[src/rtl/instruction_fetch_unit_if.sv]
// rtl/instruction_fetch_unit_if.sv - control, instruction memory and IR signals of the fetch unit
// master: fetch unit side; slave: control/memory/IR side. StallCount exists only with IFETCH_STALL_CNT_EN.
interface instruction_fetch_unit_if;
  logic        FetchReq;
  logic        Redirect;
  logic [31:0] RedirectPC;
  logic        MemRead;
  logic [31:0] MemAddr;
  logic        MemReady;
  logic [31:0] MemData;
  logic [31:0] Instruction;
  logic        IRWrite;
  logic [31:0] PC;
  logic        FetchBusy;
  logic        FetchErr;
`ifdef IFETCH_STALL_CNT_EN
  logic [15:0] StallCount;
`endif

  modport master (
    input  FetchReq, Redirect, RedirectPC, MemReady, MemData,
    output MemRead, MemAddr, Instruction, IRWrite, PC, FetchBusy, FetchErr
`ifdef IFETCH_STALL_CNT_EN
    , output StallCount
`endif
  );

  modport slave (
    output FetchReq, Redirect, RedirectPC, MemReady, MemData,
    input  MemRead, MemAddr, Instruction, IRWrite, PC, FetchBusy, FetchErr
`ifdef IFETCH_STALL_CNT_EN
    , input StallCount
`endif
  );
endinterface

[src/rtl/instruction_fetch_unit.sv]
// rtl/instruction_fetch_unit.sv - multicycle fetch sequencer feeding the instruction register
// Optional stall counter output enabled by IFETCH_STALL_CNT_EN.
module instruction_fetch_unit #(
  parameter logic [31:0] RESET_PC       = 32'h0000_0000,
  parameter int unsigned PC_STEP        = 4,
  parameter int unsigned TIMEOUT_CYCLES = 15
) (
  input  logic                      Clk,
  input  logic                      Reset,
  instruction_fetch_unit_if.master  bus
);

  localparam logic [31:0] STEP     = 32'(PC_STEP);
  localparam logic [7:0]  TO_LIMIT = 8'(TIMEOUT_CYCLES);

  typedef enum logic [1:0] {S_IDLE, S_REQ, S_DELIVER, S_ERR} state_t;

  state_t      state_q, state_d;
  logic [31:0] pc_q, pc_d;
  logic        mem_read_q, mem_read_d;
  logic [31:0] mem_addr_q, mem_addr_d;
  logic [31:0] instr_q, instr_d;
  logic        irwrite_q, irwrite_d;
  logic        busy_q, busy_d;
  logic        err_q, err_d;
  logic [7:0]  tcnt_q, tcnt_d;
  logic [31:0] redir_pc;

  assign redir_pc = bus.RedirectPC & 32'hFFFF_FFFC;

  always_comb begin
    state_d    = state_q;
    pc_d       = pc_q;
    mem_read_d = mem_read_q;
    mem_addr_d = mem_addr_q;
    instr_d    = instr_q;
    irwrite_d  = 1'b0;
    busy_d     = busy_q;
    err_d      = err_q;
    tcnt_d     = tcnt_q;
    case (state_q)
      S_IDLE: begin
        if (bus.Redirect) begin
          pc_d = redir_pc;
        end else if (bus.FetchReq) begin
          state_d    = S_REQ;
          mem_read_d = 1'b1;
          mem_addr_d = pc_q;
          tcnt_d     = 8'd0;
          busy_d     = 1'b1;
        end
      end
      S_REQ: begin
        // Redirect wins over a same-cycle MemReady: the fetched word is stale
        if (bus.Redirect) begin
          state_d    = S_IDLE;
          mem_read_d = 1'b0;
          pc_d       = redir_pc;
          busy_d     = 1'b0;
        end else if (bus.MemReady) begin
          state_d    = S_DELIVER;
          instr_d    = bus.MemData;
          mem_read_d = 1'b0;
          irwrite_d  = 1'b1;
        end else begin
          tcnt_d = tcnt_q + 8'd1;
          if (tcnt_d == TO_LIMIT) begin
            state_d    = S_ERR;
            mem_read_d = 1'b0;
            err_d      = 1'b1;
            busy_d     = 1'b0;
          end
        end
      end
      S_DELIVER: begin
        state_d = S_IDLE;
        busy_d  = 1'b0;
        pc_d    = bus.Redirect ? redir_pc : pc_q + STEP;
      end
      S_ERR: begin
        if (bus.Redirect) begin
          state_d = S_IDLE;
          pc_d    = redir_pc;
          err_d   = 1'b0;
        end
      end
      default: state_d = S_IDLE;
    endcase
  end

  always_ff @(posedge Clk or negedge Reset) begin
    if (!Reset) begin
      state_q    <= S_IDLE;
      pc_q       <= RESET_PC;
      mem_read_q <= 1'b0;
      mem_addr_q <= RESET_PC;
      instr_q    <= 32'h0;
      irwrite_q  <= 1'b0;
      busy_q     <= 1'b0;
      err_q      <= 1'b0;
      tcnt_q     <= 8'd0;
    end else begin
      state_q    <= state_d;
      pc_q       <= pc_d;
      mem_read_q <= mem_read_d;
      mem_addr_q <= mem_addr_d;
      instr_q    <= instr_d;
      irwrite_q  <= irwrite_d;
      busy_q     <= busy_d;
      err_q      <= err_d;
      tcnt_q     <= tcnt_d;
    end
  end

  assign bus.MemRead     = mem_read_q;
  assign bus.MemAddr     = mem_addr_q;
  assign bus.Instruction = instr_q;
  assign bus.IRWrite     = irwrite_q;
  assign bus.PC          = pc_q;
  assign bus.FetchBusy   = busy_q;
  assign bus.FetchErr    = err_q;

`ifdef IFETCH_STALL_CNT_EN
  logic [15:0] stall_q, stall_d;

  always_comb begin
    stall_d = stall_q;
    if (state_q == S_REQ && !bus.MemReady && stall_q != 16'hFFFF) begin
      stall_d = stall_q + 16'd1;
    end
  end

  always_ff @(posedge Clk or negedge Reset) begin
    if (!Reset) begin
      stall_q <= 16'd0;
    end else begin
      stall_q <= stall_d;
    end
  end

  assign bus.StallCount = stall_q;
`endif

endmodule

[src/flat_wrapper.sv]
// flat-port wrapper written by rule: the top's interface ports become plain ports
module instruction_fetch_unit_flat 
#(
  parameter logic [31:0] RESET_PC       = 32'h0000_0000,
  parameter int unsigned PC_STEP        = 4,
  parameter int unsigned TIMEOUT_CYCLES = 15
)
  (Clk, Reset, bus_FetchReq, bus_Redirect, bus_RedirectPC, bus_MemReady, bus_MemData, bus_MemRead, bus_MemAddr, bus_Instruction, bus_IRWrite, bus_PC, bus_FetchBusy, bus_FetchErr);
  instruction_fetch_unit_if bus_i ();
  input  logic Clk;
  input  logic Reset;
  input wire logic [$bits(bus_i.FetchReq)-1:0] bus_FetchReq;
  input wire logic [$bits(bus_i.Redirect)-1:0] bus_Redirect;
  input wire logic [$bits(bus_i.RedirectPC)-1:0] bus_RedirectPC;
  input wire logic [$bits(bus_i.MemReady)-1:0] bus_MemReady;
  input wire logic [$bits(bus_i.MemData)-1:0] bus_MemData;
  output wire logic [$bits(bus_i.MemRead)-1:0] bus_MemRead;
  output wire logic [$bits(bus_i.MemAddr)-1:0] bus_MemAddr;
  output wire logic [$bits(bus_i.Instruction)-1:0] bus_Instruction;
  output wire logic [$bits(bus_i.IRWrite)-1:0] bus_IRWrite;
  output wire logic [$bits(bus_i.PC)-1:0] bus_PC;
  output wire logic [$bits(bus_i.FetchBusy)-1:0] bus_FetchBusy;
  output wire logic [$bits(bus_i.FetchErr)-1:0] bus_FetchErr;
  assign bus_i.FetchReq = bus_FetchReq;
  assign bus_i.Redirect = bus_Redirect;
  assign bus_i.RedirectPC = bus_RedirectPC;
  assign bus_i.MemReady = bus_MemReady;
  assign bus_i.MemData = bus_MemData;
  assign bus_MemRead = bus_i.MemRead;
  assign bus_MemAddr = bus_i.MemAddr;
  assign bus_Instruction = bus_i.Instruction;
  assign bus_IRWrite = bus_i.IRWrite;
  assign bus_PC = bus_i.PC;
  assign bus_FetchBusy = bus_i.FetchBusy;
  assign bus_FetchErr = bus_i.FetchErr;
  instruction_fetch_unit #(.RESET_PC(RESET_PC), .PC_STEP(PC_STEP), .TIMEOUT_CYCLES(TIMEOUT_CYCLES)) u_core (.Clk(Clk), .Reset(Reset), .bus(bus_i));
endmodule
[config.mk]
export PLATFORM = sky130hd
export DESIGN_NAME = instruction_fetch_unit_flat
export DESIGN_NICKNAME = d
export VERILOG_FILES = /design/src/rtl/instruction_fetch_unit_if.sv /design/src/rtl/instruction_fetch_unit.sv /design/src/flat_wrapper.sv
export SDC_FILE = /design/constraint.sdc
export NUM_CORES = 1
export LEC_CHECK = 0
export CAP_MARGIN = 25
export CORE_UTILIZATION = 46
export DETAILED_ROUTE_END_ITERATION = 8
export PLACE_DENSITY_LB_ADDON = 0.2
export SETUP_SLACK_MARGIN = 0.02
export SLEW_MARGIN = 15
export SYNTH_ARGS = -nofsm -noshare
export SYNTH_HDL_FRONTEND = slang
export SYNTH_SLANG_ARGS = --single-unit
[constraint.sdc]
create_clock -name Clk -period 2.7 [get_ports Clk]
set_clock_uncertainty 0.2 [all_clocks]
set_input_delay 0.54 -clock Clk [delete_from_list [all_inputs] [get_ports Clk]]
set_output_delay 0.54 -clock Clk [all_outputs]
set_load 0.05 [all_outputs]
==> results of run 1 <==
## routing by layer
metal | wire (µm) | GRT usage | up-vias
li1 | - | - | 1826
met3 | 817 | 0.0448 | 9
met2 | 5420 | 0.345 | 132
met1 | 5040 | 0.273 | 1805
met5 | 0 | 0 | -
met4 | 103 | 0.0565 | 0
## metrics by stage
stage          instance area [µm²]  cells  utilization
6_report                      6970    735        0.669
5_1_grt                       6970    735        0.669
4_1_cts                       6970    735        0.669
3_5_place_dp                  6730    718        0.646
3_3_place_gp                  6730    718        0.646
2_1_floorplan                 5010    435            -
## registers in the layout (all words and copies together) (netlist names)
name	cells
u_core.bus.PC	30
u_core.bus.FetchBusy	1
u_core.state_q	2
u_core.tcnt_q	8
u_core.bus.IRWrite	1
u_core.bus.MemRead	1
u_core.bus.MemAddr	30
u_core.bus.Instruction	32
u_core.bus.FetchErr	1
## cell usage in the layout, fill, tap and decap left out, drive strengths merged, types with 8 or more instances in the layout
cell type,synthesis,routed
buf,14,11
xnor2,21,21
mux2,58,58
xor2,11,11
nand2,52,52
clkdlybuf4s50,0,160
clkbuf,10,9
o21ai,44,44
dfrtp,106,106
inv,9,11
nor4,8,8
nor2,13,13
nand4,9,9
nand3,13,13
## timing repair
action | CTS | global route
buffers inserted | 0 | 0
hold buffers | 1 | 0
endpoints found under the setup margin | 0 | 1
hold endpoints to repair | 40 | 0
## worst paths after layout
check                                            endpoint  slack, ns  depth (start not counted)
worst max-delay path                           bus_PC[28]       0.24                          1
worst min-delay path            u_core.bus.Instruction[6]       0.30                          1
worst max register to register           u_core.tcnt_q[7]       0.32                          7
worst min register to register  u_core.bus.Instruction[6]       0.30                          1
max in group asynchronous               u_core.bus.PC[12]       1.04                          3
min in group asynchronous             u_core.bus.FetchErr       0.51                          2
## power by group through the flow
stage	Sequential, W	Combinational, W	Clock, W
final	0.00248	0.00411	0.00105
after floorplan	0.00432	0.000886	0
after global routing	0.00256	0.00429	0.00115
after global placement	0.00248	0.00407	0
after detailed placement	0.00252	0.00413	0
after CTS	0.00249	0.00414	0.00108
## cells by family after synthesis
kind of cell,after synthesis,synth area share
buffers and inverters,33,0.0321
and+or+nand+nor,126,0.148
other,1,0.000751
AOI/OAI and AO/OA,65,0.0764
muxes,62,0.139
DFF,106,0.531
xor gates and xnor gates,32,0.0561
adders and majority gates,7,0.0175
## cell type report
type	instances	share of cell area
Sequential cell	106	0.381
Multi-Input combinational cell	296	0.315
Timing Repair Buffer	172	0.243
Tap cell	136	0.0244
Clock buffer	9	0.0178
Clock inverter	7	0.0142
Inverter	9	0.00485
==> flow_summary.yaml, run 1 <==
pwr:
  power_report.internal_total_w: 0.00410
  vdd.ir_drop.worst_v: 0.000853
  pwr-share-seq: 0.324
  post-layout-total-power_w: 0.00765
  comb_power_share: 0.538
  total_leakage_power_nw: 2.86
  p_switching_w: 0.00355
  power_frac_clock: 0.138
  pwr_per_cell_area_mw_per_mm2: 1100
  sw_frac_of_total: 0.464
clock_tree:
  cts_inserted_buffers: 9
  tritoncts: "done"
  cts.clk_slew.worst_paths_ns: 0.11
  post_cts_resized: 0
  cts-root-to-sink-buffers: 2
  clock-root-buffer: "sky130_fd_sc_hd__clkbuf_8"
  clk-insertion-delay-late_ns: 0.37
  clock_sink_count: 106
  cts.htree.levels: 3
detailed_routing:
  routed_wire_length_per_instance_um: 15.5
  drt-initial-drc-count: 121
  detail-route-antenna-nets: 0
  routed_wirelength_mm: 11.4
  detailroute.via_count: 3772
  drc: 0
  vias_per_cell: 5.13
  drt_first_pass_iters: 5
floorplan:
  die-width_um: 106
  initial_core_util: 0.480
  placement_rows: 37
  dieArea_mm2: 0.0113
  die_h_um: 106
  design.core.area_mm2: 0.0104
  floorplan.io_pins: 169
worst_setup_path:
  crit_family: "buffers and inverters"
  path_buf_inv: 1
  cp_max_fo: 5
  crit_slowest_cell: "sky130_fd_sc_hd__clkdlybuf4s50_1"
  critical_path.startpoint_type: "flop"
  crit_type: "reg -> out"
  cp_max_stage_delay_ns: 0.87
  worst_setup_path_end_kind: "output pin"
  regToRegStartpoint: "u_core.state_q[1]"
  worst_ep_arrival_time_ns: 1.72
  cp_data_required_time_ns: 1.96
  critical_path_origin: "u_core.bus.PC[28]"
  timing.critical_path.cells: "clkdlybuf4s50_1"
global_route:
  globalRouteOverflowTotal: 0
  grt_util_all_layers: 0.207
  largest_net_degree_at_the_start_of_global_routing: 63
  first_global_vias: 3725
  antenna_found_initial: 0
  grt_first_pass_wirelength_mm: 18.5
cells_and_area:
  area_used_by_multi_input_combinational_logic_mm2: 0.00219
  inserted_diodes: 0
  num-fill-cells: 798
  synthToLayoutAreaGrowth_pct: 39.4
  total_nets_final: 670
  post_route_cells_drive_above_1_share: 0.154
  register_area_mm2: 0.00265
sta:
  period_utilization: 0.910
  fmax_ghz: 0.407
  setup-tns-final_ns: 0
  worst_slew_margin_rel: 0.578
  timing.final.hold_violations: 0
  setup_ws_ns: 0.242
  worstMarginPinSlew_ns: 0.630
  setup_viol: 0
  maxSlewViolCount: 0
  rsz0062_at_grt: "no"
  whs_ns: 0.295
  min_clock_period_post_route_ns: 2.46
synth:
  synth.yosys.seq_area_share: 0.531
  synth-edff-count: 0
  synthArstFlopShare: 1.00
  synth_register_bits: 106
  synth_area_per_cell_um2: 11.6
  synth.cell_area_mm2: 0.00500
  ys_top_cells_by_count: "sky130_fd_sc_hd__dfrtp_1 (106), sky130_fd_sc_hd__nand2_1 (52), sky130_fd_sc_hd__mux2_2 (49)"
  yosys.cell_count.top_type: "sky130_fd_sc_hd__dfrtp_1"
  yosysTopAreaCell: "sky130_fd_sc_hd__dfrtp_1"
  synthFlopType: "sky130_fd_sc_hd__dfrtp_1"
  count_of_distinct_cell_types_in_the_synthesized_netlist: 46
  netlist_instances: 432
  proportion_of_netlist_area_held_by_the_largest_area_contributor: 0.531
  yosysWarningCount: 0
  netlist_top_cells_area: "sky130_fd_sc_hd__dfrtp_1 (53%), sky130_fd_sc_hd__mux2_2 (11%), sky130_fd_sc_hd__nand2_1 (3.9%)"
worst_hold_path:
  timing.hold.worst.start: "u_core.bus.Instruction[6]"
  min_path_type: "reg -> reg"
placed_design:
  numPortBuffers: 162
  gp_routability_congestion: 0.829
  place_hpwl_mm: 8.28
  detailedPlace.worstSlack_ns: 0.260
job:
  drv_cap: 0
status:
  status: "finished clean"
No activity file was read; power rests on OpenSTA's default activity.
==> inputs of run 2 (changes only) <==
- GPL_TIMING_DRIVEN: unset -> 0
==> run 2 against run 1 <==
Sequential share of layout area down 0.51 points; global-route usage increased by 0.65 points; combinational power grew 1%; maximum frequency fell by 5.0%; sequential power about the same; first-iteration DRC count grew 14%; non-clock buffer count increased by 17; total power is essentially flat; via count is 3.2% higher; wire length increased by 3.4%; clock power hardly changed; worst hold slack got worse by 0.00091 ns; critical path type unchanged; largest cell class unchanged.
==> flow_summary.yaml, run 2 (synthesis gave the netlist of run 1 again) <==
clock_tree:
  tritoncts: "done"
  clock_sink_count: 106
  cts-root-to-sink-buffers: 2
  cts.clk_slew.worst_paths_ns: 0.10
  clk-insertion-delay-late_ns: 0.37
  clock-root-buffer: "sky130_fd_sc_hd__clkbuf_8"
  cts.htree.levels: 3
  cts_inserted_buffers: 9
sta:
  timing.final.hold_violations: 0
  setup_viol: 0
  period_utilization: 0.959
  fmax_ghz: 0.386
  worstMarginPinSlew_ns: 0.595
  setup-tns-final_ns: 0
  min_clock_period_post_route_ns: 2.59
  worst_slew_margin_rel: 0.602
  rsz0062_at_grt: "no"
  maxSlewViolCount: 0
pwr:
  comb_power_share: 0.542
  power_frac_clock: 0.135
  post-layout-total-power_w: 0.00765
  total_leakage_power_nw: 2.91
  pwr_per_cell_area_mw_per_mm2: 1080
  vdd.ir_drop.worst_v: 0.000620
  pwr-share-seq: 0.324
  sw_frac_of_total: 0.461
  p_switching_w: 0.00353
  power_report.internal_total_w: 0.00412
cells_and_area:
  post_route_cells_drive_above_1_share: 0.161
  final_cell_mix: "sky130_fd_sc_hd__clkdlybuf4s50_1 (161), sky130_fd_sc_hd__dfrtp_1 (106), sky130_fd_sc_hd__nand2_1 (52)"
  total_nets_final: 687
  layout.cells.most_common: "sky130_fd_sc_hd__clkdlybuf4s50_1"
  max_ffs_per_register: 32
  synthToLayoutAreaGrowth_pct: 41.3
  inserted_diodes: 0
  fin_util: 0.678
worst_setup_path:
  regToRegStartpoint: "u_core.state_q[1]"
  ff2ff_setup_slack_ns: 0.34
  r2r_end: "u_core.tcnt_q[5]"
  critical_path_origin: "u_core.bus.PC[11]"
  critPathCapture: "bus_PC[11]"
  worst_path_depth: 1
  worst_setup_path_end_kind: "output pin"
  cp_max_stage_delay_ns: 0.92
  crit_type: "reg -> out"
  critical_path.startpoint_type: "flop"
  cp_max_fo: 6
  path_buf_inv: 1
  ff2ff_path_depth: 9
  crit_family: "buffers and inverters"
  cp_data_required_time_ns: 1.96
  worst_ep_arrival_time_ns: 1.85
  crit_slowest_cell: "sky130_fd_sc_hd__clkdlybuf4s50_1"
  timing.critical_path.cells: "clkdlybuf4s50_1"
placed_design:
  place_hpwl_mm: 8.76
  numPortBuffers: 162
  gp_routability_congestion: 0.802
detailed_routing:
  routed_wirelength_mm: 11.8
  routed_wire_length_per_instance_um: 15.7
  drt_first_pass_iters: 4
  drt-initial-drc-count: 138
  vias_per_cell: 5.18
  detail-route-antenna-nets: 0
  drc: 0
  detailroute.via_count: 3894
floorplan:
  floorplan.io_pins: 169
  design.core.area_mm2: 0.0104
  initial_core_util: 0.480
  die_h_um: 106
  die-width_um: 106
  dieArea_mm2: 0.0113
  placement_rows: 37
global_route:
  globalRouteOverflowTotal: 0
  grt_util_all_layers: 0.214
  first_global_vias: 3934
  antenna_found_initial: 0
  largest_net_degree_at_the_start_of_global_routing: 70
  grt_first_pass_wirelength_mm: 19.0
worst_hold_path:
  min_path_type: "reg -> reg"
status:
  status: "finished clean"
job:
  drv_cap: 0
[run 2: changes by cell type in the layout (fill, tap and decap cells not counted)]
cell                              delta
sky130_fd_sc_hd__a211oi_1            -1
sky130_fd_sc_hd__a211oi_2            +1
sky130_fd_sc_hd__buf_16              +1
sky130_fd_sc_hd__buf_2               +7
sky130_fd_sc_hd__buf_4               -4
sky130_fd_sc_hd__buf_6               +2
sky130_fd_sc_hd__clkbuf_1           +10
sky130_fd_sc_hd__clkbuf_8            +1
sky130_fd_sc_hd__clkdlybuf4s50_1     +1
sky130_fd_sc_hd__clkinv_4            +1
sky130_fd_sc_hd__clkinv_8            -2
sky130_fd_sc_hd__inv_6               +1
sky130_fd_sc_hd__inv_8               -1
[run 2: metrics by stage]
step	std cells	area, µm²	hold slack (ns)	setup WS [ns]
floorplan	435	5010	0.0444	0.561
global placement	733	6800	0.267	-3.12
detailed placement	734	6830	0.266	-0.300
CTS	751	7050	0.298	0.0889
global route	752	7060	0.320	0.0568
finish	752	7060	0.295	0.112
[run 2: worst min path at each step]
| stage | from | endpoint | depth (start not counted) |
|---|---|---|---|
| 2_1_floorplan | Reset | u_core.bus.FetchBusy | 0 |
| 3_3_place_gp | u_core.bus.MemAddr[12] | u_core.bus.MemAddr[12] | 2 |
| 3_5_place_dp | Reset | u_core.state_q[0] | 1 |
| 4_1_cts | u_core.bus.Instruction[6] | u_core.bus.Instruction[6] | 1 |
| 5_1_grt | u_core.bus.Instruction[6] | u_core.bus.Instruction[6] | 1 |
| 6_report | u_core.bus.Instruction[6] | u_core.bus.Instruction[6] | 1 |
[run 2: routing by layer]
| metal | routed length [µm] | GRT usage | share of wire | up-vias |
|---|---|---|---|---|
| li1 | - | - | - | 1867 |
| met1 | 5160 | 0.277 | 0.44 | 1879 |
| met2 | 5670 | 0.359 | 0.48 | 136 |
| met3 | 816 | 0.0478 | 0.069 | 12 |
| met4 | 125 | 0.0595 | 0.011 | 0 |
| met5 | 0 | 0 | 0 | - |
[run 2: layout make-up]
cell class / instances / area [µm²]
fill: 820 / 3360
clock buffer: 10 / 138
timing repair buffer: 165 / 1670
sequential: 106 / 2650
buffer: 24 / 126
multi-input combinational: 296 / 2200
clock inverter: 6 / 72.6
inverter: 9 / 33.8
tap: 136 / 170
[run 2: timing repair]
action	in CTS	in global routing
endpoints found under the setup margin	0	22
hold buffers	1	0
resized for setup	0	1
setup buffers	0	1
endpoints found under the hold margin	37	0
[run 2: power by group through the flow]
| stage | combinational [W] | sequential [W] | clock [W] |
|---|---|---|---|
| floorplan | 0.000886 | 0.00432 | 0 |
| global placement | 0.00409 | 0.00248 | 0 |
| detailed placement | 0.00415 | 0.00252 | 0 |
| CTS | 0.00417 | 0.00248 | 0.00105 |
| global route | 0.00433 | 0.00257 | 0.00110 |
| finish | 0.00415 | 0.00248 | 0.00103 |
==> inputs of run 3 (changes only) <==
- CORE_UTILIZATION: 46 -> 28
==> run 3 against run 2 <==
First-iteration DRC count is 19% higher; register-to-register slack worse by 0.06 ns; non-clock buffer count is 1 higher; critical path depth stayed put; clock-buffer cell count is 1 lower; worst setup slack better by 0.027 ns; via count is 0.80% lower; global-route usage is 6.3 points lower; clock power is 38% higher; wire length is 13% higher; critical path type unchanged; largest cell class unchanged.
==> flow_summary.yaml, run 3 (synthesis gave the netlist of run 1 again) <==
pwr:
  vdd.ir_drop.worst_v: 0.000727
  total_leakage_power_nw: 2.98
  pwr_per_cell_area_mw_per_mm2: 1110
clock_tree:
  cts.htree.levels: 3
  tritoncts: "done"
  clock-root-buffer: "sky130_fd_sc_hd__clkbuf_16"
  cts.clk_slew.worst_paths_ns: 0.07
  clock_sink_count: 106
  cts_inserted_buffers: 9
  clk-insertion-delay-late_ns: 0.35
  cts-root-to-sink-buffers: 2
detailed_routing:
  drt_first_pass_iters: 4
  vias_per_cell: 4.59
  routed_wirelength_mm: 13.3
  detailroute.via_count: 3863
  drc: 0
  routed_wire_length_per_instance_um: 15.8
  drt-initial-drc-count: 164
  detail-route-antenna-nets: 0
worst_setup_path:
  crit_type: "reg -> out"
  cp_data_required_time_ns: 1.96
  crit_slowest_cell: "sky130_fd_sc_hd__clkdlybuf4s50_1"
  worst_ep_arrival_time_ns: 1.82
  timing.critical_path.cells: "clkdlybuf4s50_1"
  critical_path.startpoint_type: "flop"
  cp_max_stage_delay_ns: 0.91
  worst_path_depth: 1
  ff2ff_path_depth: 7
  cp_max_fo: 6
  crit_family: "buffers and inverters"
  worst_setup_path_end_kind: "output pin"
  path_buf_inv: 1
cells_and_area:
  final-instance-count-excl-fill: 842
  synthToLayoutAreaGrowth_pct: 45.9
  final_cell_mix: "sky130_fd_sc_hd__clkdlybuf4s50_1 (161), sky130_fd_sc_hd__dfrtp_1 (106), sky130_fd_sc_hd__nand2_1 (52)"
  total_nets_final: 688
  num-fill-cells: 1670
  inserted_diodes: 0
  max_ffs_per_register: 32
  layout.cells.most_common: "sky130_fd_sc_hd__clkdlybuf4s50_1"
  post_route_cells_drive_above_1_share: 0.164
sta:
  maxSlewViolCount: 0
  timing.final.hold_violations: 0
  worstMarginPinSlew_ns: 0.612
  min_clock_period_post_route_ns: 2.56
  setup_viol: 0
  worst_slew_margin_rel: 0.590
  period_utilization: 0.949
  rsz0062_at_grt: "no"
  setup_ws_ns: 0.139
  fmax_ghz: 0.390
placed_design:
  dpl.cell_count: 823
  numPortBuffers: 162
  place_hpwl_mm: 9.82
  detailedPlace.worstSlack_ns: -0.599
  gp_routability_congestion: 0.770
global_route:
  antenna_found_initial: 0
  first_global_vias: 3965
  largest_net_degree_at_the_start_of_global_routing: 62
  grt_util_all_layers: 0.151
  globalRouteOverflowTotal: 0
  grt_first_pass_wirelength_mm: 21.2
job:
  drv_cap: 0
floorplan:
  design.core.area_mm2: 0.0174
  die_h_um: 136
  die-width_um: 136
  floorplan.io_pins: 169
  initial_core_util: 0.288
  dieArea_mm2: 0.0184
  placement_rows: 48
worst_hold_path:
  hold_path_depth: 1
  min_path_type: "reg -> reg"
status:
  status: "finished clean"
[run 3: cell count changes in the layout (fill, tap and decap cells not counted), sizes merged]
| cell | delta |
|---|---|
| clkinv | +2 |
| buf | +1 |
| bufinv | +1 |
| clkbuf | -1 |
| clkinvlp | -1 |
| inv | -1 |
[run 3: routing by layer]
layer,GRT usage,wire (µm)
met1,0.193,5980
met2,0.243,6370
met3,0.0393,793
met4,0.0549,167
met5,0,0
[run 3: stage by stage]
stage	setup TNS, ns	hold slack, ns	util	power (W)	area (µm²)
after floorplan	0	0.0444	-	0.00521	5010
after global placement	-365.51	0.266	0.398	0.00663	6910
after detailed placement	-14.43	0.270	0.400	0.00672	6940
after CTS	0	0.286	0.420	0.00818	7280
after global routing	0	0.315	0.420	0.00850	7290
final	0	0.286	0.420	0.00808	7290
[run 3: power breakdown]
group	switching, W	internal [W]	leakage, nW
combinational	0.00263	0.00153	1.52
clock	0.000610	0.000814	0.160
sequential	0.000360	0.00214	1.29
total	0.00360	0.00448	2.98
[run 3: final timing paths]
check                      slack (ns)                         end                 startpoint
min in group asynchronous        0.48       u_core.bus.MemAddr[4]                      Reset
max reg2reg                      0.28  u_core.bus.Instruction[27]          u_core.state_q[1]
min                              0.29   u_core.bus.Instruction[0]  u_core.bus.Instruction[0]
min reg2reg                      0.29   u_core.bus.Instruction[0]  u_core.bus.Instruction[0]
max in group asynchronous        1.17  u_core.bus.Instruction[16]                      Reset
max                              0.14                  bus_PC[11]          u_core.bus.PC[11]
[run 3: area by class of cell]
cell class	instances	area, µm²	area share
Sequential cell	106	2650	0.364
Multi-Input combinational cell	296	2200	0.302
Timing Repair Buffer	166	1680	0.230
Tap cell	225	282	0.0386
Clock buffer	9	225	0.0309
Buffer	24	128	0.0175
Clock inverter	7	92.6	0.0127
Inverter	9	33.8	0.00464
[run 3: what timing repair did]
item,4_1_cts,5_1_grt
endpoints found under the setup margin,21,1
hold buffers,1,0
gates resized for setup,1,1
pin swaps,0,0
cloned,0,0
buffers inserted,2,0
hold endpoints to repair,45,0
[run 3: worst register-to-register path: stages, from the launching register on]
cell and delay (ns):
sky130_fd_sc_hd__dfrtp_1 0.43, sky130_fd_sc_hd__inv_1 0.10, sky130_fd_sc_hd__ha_1 0.13, sky130_fd_sc_hd__buf_2 0.19, sky130_fd_sc_hd__and3b_1 0.17, sky130_fd_sc_hd__clkbuf_1 0.36
sky130_fd_sc_hd__buf_2 0.35, sky130_fd_sc_hd__mux2_2 0.38
